<file path="config.mk">
export PLATFORM = sky130hd
export DESIGN_NAME = vpg_mode_ctrl_flat
export DESIGN_NICKNAME = d
export VERILOG_FILES = /design/src/rtl/vpg_mode_ctrl_pkg.sv /design/src/rtl/vpg_mode_ctrl_if.sv /design/src/rtl/vpg_mode_ctrl_btn_debounce.sv /design/src/rtl/vpg_mode_ctrl.sv /design/src/flat_wrapper.sv
export SDC_FILE = /design/constraint.sdc
export NUM_CORES = 1
export LEC_CHECK = 0
export ABC_AREA = 1
export BUFFER_PORTS_ARGS = -buffer_cell sky130_fd_sc_hd__buf_4
export CAP_MARGIN = 10
export CORE_AREA = 2 2 65 67
export CTS_CLUSTER_SIZE = 40
export DETAILED_ROUTE_END_ITERATION = 6
export DIE_AREA = 0 0 67 69
export GPL_TIMING_DRIVEN = 0
export PLACE_DENSITY = 0.7
export SYNTH_ARGS = -nofsm -noshare
export SYNTH_HDL_FRONTEND = slang
export SYNTH_SLANG_ARGS = --single-unit
</file>
<file path="constraint.sdc">
create_clock -name clk -period 1.7 [get_ports clk]
set_clock_uncertainty 0.15 [all_clocks]
set_input_delay 0.255 -clock clk [delete_from_list [all_inputs] [get_ports clk]]
set_output_delay 0.255 -clock clk [all_outputs]
set_load 0.02 [all_outputs]
</file>
<file path="src/rtl/vpg_mode_ctrl_pkg.sv">
// vpg_ctrl_pkg: mode-width helper, button levels and mode limits shared with vpg
package vpg_ctrl_pkg;
  localparam int MAX_MODES = 16;
  localparam logic BTN_RELEASED = 1'b1;
  localparam logic BTN_PRESSED = 1'b0;
  function automatic int mode_w(input int n);
    return $clog2(n);
  endfunction
endpackage

</file>
<file path="src/rtl/vpg_mode_ctrl_if.sv">
// vpg_mode_ctrl_if: host load strobe/value into the controller; current mode and change pulse out
interface vpg_mode_ctrl_if
  import vpg_ctrl_pkg::*;
#(parameter int MODE_W = mode_w(MAX_MODES));
  logic mode_load;
  logic [MODE_W-1:0] mode_load_val;
  logic [MODE_W-1:0] mode;
  logic mode_change;
  modport master(output mode_load, mode_load_val, input mode, mode_change);
  modport slave(input mode_load, mode_load_val, output mode, mode_change);
endinterface

</file>
<file path="src/rtl/vpg_mode_ctrl_btn_debounce.sv">
// btn_debounce: 2-FF sync of an active-low button (btn_n), tick-sampled debounce, one-cycle press event out
module btn_debounce
  import vpg_ctrl_pkg::*;
#(
  parameter int DEBOUNCE_TICKS = 4
) (
  input  logic clk,
  input  logic reset_n,
  input  logic btn_n,
  input  logic tick,
  output logic press
);
  logic [1:0] sync;
  logic deb, armed, accept;
  logic [3:0] cnt;
  assign accept = tick && sync[1] != deb && cnt == 4'(DEBOUNCE_TICKS - 1);
  // armed stays low until a released level is sampled, so a button held through reset cannot fire
  always_ff @(posedge clk or negedge reset_n)
    if (!reset_n) begin
      sync <= {2{BTN_RELEASED}};
      deb <= BTN_RELEASED;
      cnt <= '0;
      armed <= 1'b0;
      press <= 1'b0;
    end else begin
      sync <= {sync[0], btn_n};
      press <= accept && deb == BTN_RELEASED && armed;
      if (tick) begin
        armed <= armed || sync[1] == BTN_RELEASED;
        cnt <= (sync[1] == deb || accept) ? '0 : cnt + 1'b1;
        if (accept) deb <= sync[1];
      end
    end
endmodule

</file>
<file path="src/rtl/vpg_mode_ctrl.sv">
// vpg_mode_ctrl: prescaler (tick, heartbeat), next/prev button debounce and host load driving the registered mode on bus
module vpg_mode_ctrl
  import vpg_ctrl_pkg::*;
#(
  parameter int NUM_MODES = 10,
  parameter int RESET_MODE = 0,
  parameter int DIV_WIDTH = 13,
  parameter int DEBOUNCE_TICKS = 4,
  parameter bit WRAP = 1'b1
) (
  input  logic clk,
  input  logic reset_n,
  input  logic btn_next_n,
  input  logic btn_prev_n,
  output logic tick,
  output logic heartbeat,
  vpg_mode_ctrl_if.slave bus
);
  localparam int MODE_W = mode_w(NUM_MODES);
  localparam logic [MODE_W:0] LAST = (MODE_W + 1)'(NUM_MODES - 1);
  logic [DIV_WIDTH-1:0] div;
  logic press_next, press_prev;
  logic [MODE_W:0] cur, ld, up, dn, nxt;
  btn_debounce #(.DEBOUNCE_TICKS(DEBOUNCE_TICKS)) u_next (
    .clk, .reset_n, .btn_n(btn_next_n), .tick, .press(press_next)
  );
  btn_debounce #(.DEBOUNCE_TICKS(DEBOUNCE_TICKS)) u_prev (
    .clk, .reset_n, .btn_n(btn_prev_n), .tick, .press(press_prev)
  );
  assign heartbeat = div[DIV_WIDTH-1];
  always_ff @(posedge clk or negedge reset_n)
    if (!reset_n) begin
      div <= '0;
      tick <= 1'b0;
    end else begin
      div <= div + 1'b1;
      tick <= &div;
    end
  // one extra bit so +1/-1 and the load clamp never wrap silently
  always_comb begin
    cur = {1'b0, bus.mode};
    ld = ({1'b0, bus.mode_load_val} > LAST) ? LAST : {1'b0, bus.mode_load_val};
    up = (cur == LAST) ? (WRAP ? '0 : cur) : cur + 1'b1;
    dn = (cur == '0) ? (WRAP ? LAST : cur) : cur - 1'b1;
    nxt = bus.mode_load ? ld :
          (press_next && press_prev) ? cur :
          press_next ? up :
          press_prev ? dn : cur;
  end
  always_ff @(posedge clk or negedge reset_n)
    if (!reset_n) begin
      bus.mode <= MODE_W'(RESET_MODE);
      bus.mode_change <= 1'b0;
    end else begin
      bus.mode <= nxt[MODE_W-1:0];
      bus.mode_change <= nxt != cur;
    end
endmodule

</file>
<file path="src/flat_wrapper.sv">
// flat-port wrapper written by rule: the top's interface ports become plain ports
module vpg_mode_ctrl_flat import vpg_ctrl_pkg::*;
#(
  parameter int NUM_MODES = 10,
  parameter int RESET_MODE = 0,
  parameter int DIV_WIDTH = 13,
  parameter int DEBOUNCE_TICKS = 4,
  parameter bit WRAP = 1'b1
)
  (clk, reset_n, btn_next_n, btn_prev_n, tick, heartbeat, bus_mode_load, bus_mode_load_val, bus_mode, bus_mode_change);
  vpg_mode_ctrl_if bus_i ();
  input  logic clk;
  input  logic reset_n;
  input  logic btn_next_n;
  input  logic btn_prev_n;
  output logic tick;
  output logic heartbeat;
  input wire logic [$bits(bus_i.mode_load)-1:0] bus_mode_load;
  input wire logic [$bits(bus_i.mode_load_val)-1:0] bus_mode_load_val;
  output wire logic [$bits(bus_i.mode)-1:0] bus_mode;
  output wire logic [$bits(bus_i.mode_change)-1:0] bus_mode_change;
  assign bus_i.mode_load = bus_mode_load;
  assign bus_i.mode_load_val = bus_mode_load_val;
  assign bus_mode = bus_i.mode;
  assign bus_mode_change = bus_i.mode_change;
  vpg_mode_ctrl #(.NUM_MODES(NUM_MODES), .RESET_MODE(RESET_MODE), .DIV_WIDTH(DIV_WIDTH), .DEBOUNCE_TICKS(DEBOUNCE_TICKS), .WRAP(WRAP)) u_core (.clk(clk), .reset_n(reset_n), .btn_next_n(btn_next_n), .btn_prev_n(btn_prev_n), .tick(tick), .heartbeat(heartbeat), .bus(bus_i));
endmodule
</file>
Yosys cells after proc, flatten, opt, wreduce, memory -nomap -nowiden
Index checks and enable logic that the tools add are counted.
{ "classes": {"n_addsub": 5, "n_lt_le_gt_ge": 1, "eq_ne": 8, "mux": 9, "n_reduce_logical": 17} }
{ "ops": {"columns": ["operator", "n"], "rows": [
  ["$mux 5", 6],
  ["$add 13x1->13 const B", 1],
  ["$reduce_and 13->1", 1],
  ["$mux 4", 3],
  ["$logic_and 1x1->1", 9],
  ["$add 4x1->4 const B", 2],
  ["$eq 4x2->1 const B", 2],
  ["$add 4x1->5 const B", 1],
  ["$ne 5x4->1", 1],
  ["$sub 4x1->5 const B", 1],
  ["$eq 4x4->1 const B", 1],
  ["$gt 4x4->1 const B", 1],
  ["$logic_not 4->1", 1],
  ["$logic_or 1x1->1", 4],
  ["$reduce_and 2->1", 2],
  ["$eq 1x1->1", 2],
  ["$ne 1x1->1", 2]
]} }
{ "totals": {"reg_bits": 37, "in_bits": 9, "output_inout_bits": 7, "wordCells": 54} }

Longest topological paths before layout
{ "logic_depth": {"word_depth": 7, "ltp_mapped": 13, "mapped_depth_nobuf": 13} }

Cells and area by module
Synthesis repeated with hierarchy kept, for this count alone.
{ "hier_totals": {"hier_cells": 223, "area_unflattened_um2": 1904.3} }
{ "modules_own_cells": {"columns": ["module", "instances", "cells_each", "area_per_inst_um2", "seq_area_each_um2"], "rows": [
  ["vpg_mode_ctrl", 1, 137, 1131.1, 475.5],
  ["btn_debounce", 2, 43, 386.6, 229.0]
]} }

Worst setup path after synthesis
OpenSTA, ideal clock, no wires.
{ "synth_path": {"path_kind": "reg2reg", "startpoint": "register u_core.bus.mode[0]", "endpoint": "register u_core.bus.mode_change", "setup_time_ns": 0.119, "arrival_time_ns": 1.516, "required_time_ns": 1.431, "path_slack_ns": -0.085, "stages_incl_launch_ff": 14, "n_path_buf": 0, "synth_period_minus_slack_ns": 1.785, "cell_sequence": "dfrtp_1 > inv_1 > ha_1 > nand2_1 > inv_1 > nand2_1 > nand3_1 > nand2_1 > nand2_1 > nand2_1 > nand2_1 > nand3_1 > nor2_1 > nand2_1"} }
{ "synth_between": {"elab_chain_cells": 7, "elab_cells_between_ends": 11, "classes_between": "2 x add/sub; 2 x eq/ne; 6 x mux; 1 x reduce/logical"} }
{ "synth_rtl": {"columns": ["item", "line", "rtl"], "rows": [
  ["start, declared", "vpg_mode_ctrl_if.sv:10", "modport slave(input mode_load, mode_load_val, output mode, mode_change);"],
  ["start signal, assigned", "vpg_mode_ctrl.sv:52", "bus.mode <= MODE_W'(RESET_MODE);"],
  ["start signal, assigned", "vpg_mode_ctrl.sv:55", "bus.mode <= nxt[MODE_W-1:0];"],
  ["$sub 4x1->5 or $logic_not 4->1 (tied branches)", "vpg_mode_ctrl.sv:44", "dn = (cur == '0) ? (WRAP ? LAST : cur) : cur - 1'b1;"],
  ["$mux 5", "vpg_mode_ctrl.sv:44", null],
  ["$mux 5", "vpg_mode_ctrl.sv:48", "press_prev ? dn : cur;"],
  ["$mux 5 *", "vpg_mode_ctrl.sv:47", "press_next ? up :"],
  ["$mux 5 *", "vpg_mode_ctrl.sv:46", "(press_next && press_prev) ? cur :"],
  ["$mux 5 *", "vpg_mode_ctrl.sv:45", "nxt = bus.mode_load ? ld :"],
  ["net u_core.nxt[1]", "vpg_mode_ctrl.sv:23", "logic [MODE_W:0] cur, ld, up, dn, nxt;"],
  ["$ne 5x4->1 *", "vpg_mode_ctrl.sv:56", "bus.mode_change <= nxt != cur;"],
  ["end signal, assigned", "vpg_mode_ctrl.sv:56", null],
  ["end, declared", "vpg_mode_ctrl_if.sv:10", null]
]} }
Mark *: on every way through the listed nets, which the timed path passes. The rest lies on a longest branch.
A chain may end at the register's enable or synchronous reset.

Worst setup path in the final report
{ "layout_path": {"startpoint": "register u_core.bus.mode[0]", "endpoint": "register u_core.bus.mode_change"} }
{ "layout_between": {"elab_chain_cells": 7, "elab_cells_between_ends": 11, "classes_between": "2 x add/sub; 2 x eq/ne; 6 x mux; 1 x reduce/logical"} }
{ "layout_rtl": {"columns": ["item", "line"], "rows": [
  ["$sub 4x1->5 or $logic_not 4->1 (tied branches)", "vpg_mode_ctrl.sv:44"],
  ["$mux 5", "vpg_mode_ctrl.sv:44"],
  ["$mux 5", "vpg_mode_ctrl.sv:48"],
  ["$mux 5", "vpg_mode_ctrl.sv:47"],
  ["$mux 5", "vpg_mode_ctrl.sv:46"],
  ["$mux 5", "vpg_mode_ctrl.sv:45"],
  ["$ne 5x4->1 *", "vpg_mode_ctrl.sv:56"]
]} }
Mark *: on every way between the ends. The rest lies on a longest branch, timed or not.

==> summary.txt <==
Detailed routing
  • Vias: 1500
  • DRT Wirelength: 3.66 mm
  • Drt first pass iters: 4
  • Via/cell ratio: 4.87
  • Final ANT Viol Nets: 0
  • Initial DRC Count: 101
  • DR DRC count: 0
  • Max Used Layer: met4
  • Met2 WL post-DR: 1.88 mm
  • Routed WL per cell: 11.9 um
  • Metal-1 WL: 1.58 mm
  • Detailed route wirelength on metal3: 148 um

CTS
  • Latest clock arrival within the worst-skew pair: 290 ps
  • CTS Buf Count: 5
  • Root Driver: clkbuf_8
  • TritonCTS Sinks: 37
  • CTS tree: done
  • Clock tree buffer depth: 2
  • CTS clk-pin slew, worst paths: 70 ps
  • Max H-tree Level: 2

Die
  • Die W: 67 um
  • Die height: 69 um
  • IO Count: 16
  • Core area: 3910 sq um
  • Rows: 23
  • Starting Density: 48.6%
  • Die Footprint: 4620 sq um

Logic synthesis
  • Proportion of synthesized area in mux cells: 0%
  • Top cells by area, synth: dfrtp_1, nand2_1, dfstp_2
  • Post-synthesis adder-cell area fraction: 3.95%
  • Post-Syn Nets: 231
  • Register area share after synthesis: 49.1%
  • Synth area leader: dfrtp_1
  • Unique masters post-synth: 24
  • FF+latch count, synth: 37
  • Xor/xnor cell area share of the yosys netlist: 8.76%
  • Yosys warnings: 0
  • Largest family of logic cells by synthesized area: simple AND/OR/NAND/NOR gates
  • Syn avg cell area: 8.80 sq um
  • Post-synth top area share: 40.8%
  • Mapped Area: 1900 sq um
  • Area fraction in compound gates after synthesis: 3.82%
  • Post-synthesis simple-gate area fraction: 26.6%
  • Post-Syn Instances: 216

STA
  • Hold slack final: 207 ps
  • Setup ws final: -51.9 ps
  • Max transition margin: 70.6%
  • Slew Viols, Final: 0
  • Worst-margin pin slew: 441 ps
  • Fin crit share: 103%
  • Post-route minimum period: 1750 ps
  • Final setup fails: 1
  • Hold Fails Final Rpt: 0
  • Fmax: 0.571 GHz
  • RSZ-0062 raised after global routing: yes

Finish
  • Final Util: 62.9%
  • Share of cells above drive strength 1: 34.1%
  • # fillers: 335
  • Post-route cell area: 2460 sq um
  • Ant. Diodes: 0
  • Final #Nets: 272
  • Area grow syn2layout: 29.4%

Setup path
  • Worst endpoint required time: 1730 ps
  • Critical path fanouts, max: 5
  • CP Capture Type: flop
  • Most frequent CP cell: nand2_1
  • Crit path launch type: flop
  • Crit Path Class: flop to flop
  • Worst Path Arrival: 1780 ps
  • Slowest stage delay, CP: 490 ps
  • CP max stage cell: dfrtp_2
  • Crit path cell chain: inv_4 > ha_4 > nand2_2 > nor2_2 > nor2_1 > nand2_1 > nand2_1 > nand2_2 > nand2_1 > nand2_1 > nand3_1 > nor2_1 > nand2_1

Pwr
  • Pwr per Cell Area: 738 nW/um^2
  • Switching power: 0.442 mW
  • Worst vdd ir: 0.000602 V
  • Flop pwr share: 50.8%
  • Switching share of power: 24.4%
  • Clk pwr share: 36.3%
  • Static leakage: 1.22 nW
  • Internal power component: 1.37 mW
  • Comb power frac: 12.9%

Place
  • RePlAce Congestion: 0.767
  • Area post-placement: 2080 sq um
  • Dpl ws: -112 ps
  • Post-DP HPWL: 2.27 mm
  • Buffers on Ports: 15

Run status
  • Failing checks: negative setup slack
  • Outcome: finished with violations

Job
  • Maxcap violations: 0

Worst hold path
  • Hold Crit Class: flop to flop

GRT
  • Number of global-route vias before repair: 1425
  • GRT Util Overall: 16.5%
  • Gr ovfl total: 0
  • Largest net degree at the start of global routing: 38
  • Global-route wire length before repair: 5.88 mm
  • Initial antenna violation count: 0
==> cell type report <==
cell class / count / area (sq um) / area share, %
multi-input combinational: 144 / 945 / 38.4
sequential: 37 / 936 / 38.0
timing repair buffer: 34 / 263 / 10.7
inverter: 32 / 125 / 5.09
clock buffer: 7 / 96.3 / 3.92
tap: 50 / 62.6 / 2.54
buffer: 3 / 27.5 / 1.12
clock inverter: 1 / 5.00 / 0.203
==> metal layers <==
layer  global-route usage (%)  up-vias
met5                        0        -
met4                     7.71        0
met3                     5.06        6
met2                     26.2       29
met1                     20.1      706
li1                         -      759
==> power groups by stage <==
| stage | registers [mW] | logic (mW) | clock network (mW) |
|---|---|---|---|
| 3_5_place_dp | 0.936 | 0.175 | 0 |
| 3_3_place_gp | 0.936 | 0.172 | 0 |
| 6_report | 0.922 | 0.234 | 0.658 |
| 5_1_grt | 0.924 | 0.259 | 0.718 |
| 2_1_floorplan | 0.946 | 0.0924 | 0 |
| 4_1_cts | 0.918 | 0.202 | 0.680 |
==> per-stage QoR <==
stage | instances | total power [mW] | TNS (ps)
2_1_floorplan | 216 | 1.04 | 0
3_3_place_gp | 281 | 1.11 | -93.2
3_5_place_dp | 281 | 1.11 | -112
4_1_cts | 296 | 1.80 | -3.08
5_1_grt | 308 | 1.90 | -177
6_report | 308 | 1.81 | -51.9
==> cells in the mapped netlist <==
master,number
ha_1,6
buf_6,2
nand3_1,18
nor3_2,3
or4_4,1
nor2_1,17
dfrtp_1,31
nand4_1,5
nor2_2,2
nand3_2,5
nor3_1,2
o21ai_0,6
xor2_1,17
xnor2_1,2
inv_1,28
nand2_1,48
dfstp_2,6
a21oi_1,5
o21bai_1,1
nand3b_1,1
nand2_2,3
buf_2,1
o21ai_1,2
inv_2,4
==> critical path, delay by kind of cell, from the launching register on <==
family	cells	cell delay [ps]
simple gates	11	730
flops	1	490
fa+ha+maj	1	160
buf+inv	1	100
==> placed cells by master, fill, tap and decap left out, types with 3 or more instances in the layout <==
cell / n
dfrtp_1: 29
clkbuf_8: 7
nor2_1: 16
inv_1: 25
dfstp_2: 6
nand2_2: 11
a21oi_1: 5
nand3_2: 6
inv_2: 5
nand4_1: 5
buf_4: 31
nand2_1: 40
dlygate4sd3_1: 3
ha_4: 4
xor2_1: 17
nand3_1: 15
o21ai_0: 6
==> repair_timing <==
action | in CTS | in global routing
buffers inserted | 4 | 12
setup endpoints to repair | 1 | 6
pin swaps | 1 | 15
hold endpoints to repair | 33 | 0
resized for setup | 5 | 23
hold buffers | 3 | 0
==> registers in the layout, indices dropped and copies added, names as in the netlist, 2 cells and up <==
name and count:
u_core.div 13, u_core.bus.mode 4, u_core.u_next.cnt 4, u_core.u_prev.cnt 4, u_core.u_next.sync 2, u_core.u_prev.sync 2
==> worst paths after layout <==
check                           depth (start not counted)  slack (ps)                          endpoint                            start
min in group asynchronous                               2         310  u_core.u_next.cnt[0]$_DFFE_PN0P_                          reset_n
worst max register to register                         13         -50  u_core.bus.mode_change$_DFF_PN0_     u_core.bus.mode[0]$_DFF_PN0_
worst min-delay path                                    0         210   u_core.u_prev.sync[1]$_DFF_PN1_  u_core.u_prev.sync[0]$_DFF_PN1_
worst max-delay path                                   13         -50  u_core.bus.mode_change$_DFF_PN0_     u_core.bus.mode[0]$_DFF_PN0_
max in group asynchronous                               2         740     u_core.u_prev.deb$_DFFE_PN1P_                          reset_n
worst min register to register                          0         210   u_core.u_prev.sync[1]$_DFF_PN1_  u_core.u_prev.sync[0]$_DFF_PN1_
==> kinds of logic (layout without fill, tap and decap cells) <==
group	count (synthesis)	count (layout)
AOI/OAI and AO/OA	14	14
xor gates and xnor gates	19	19
adders and majority gates	6	6
buffers and inverters	35	77
DFF	37	37
and+or+nand+nor	105	105
Note: power is estimated with default switching activity, not from simulation.
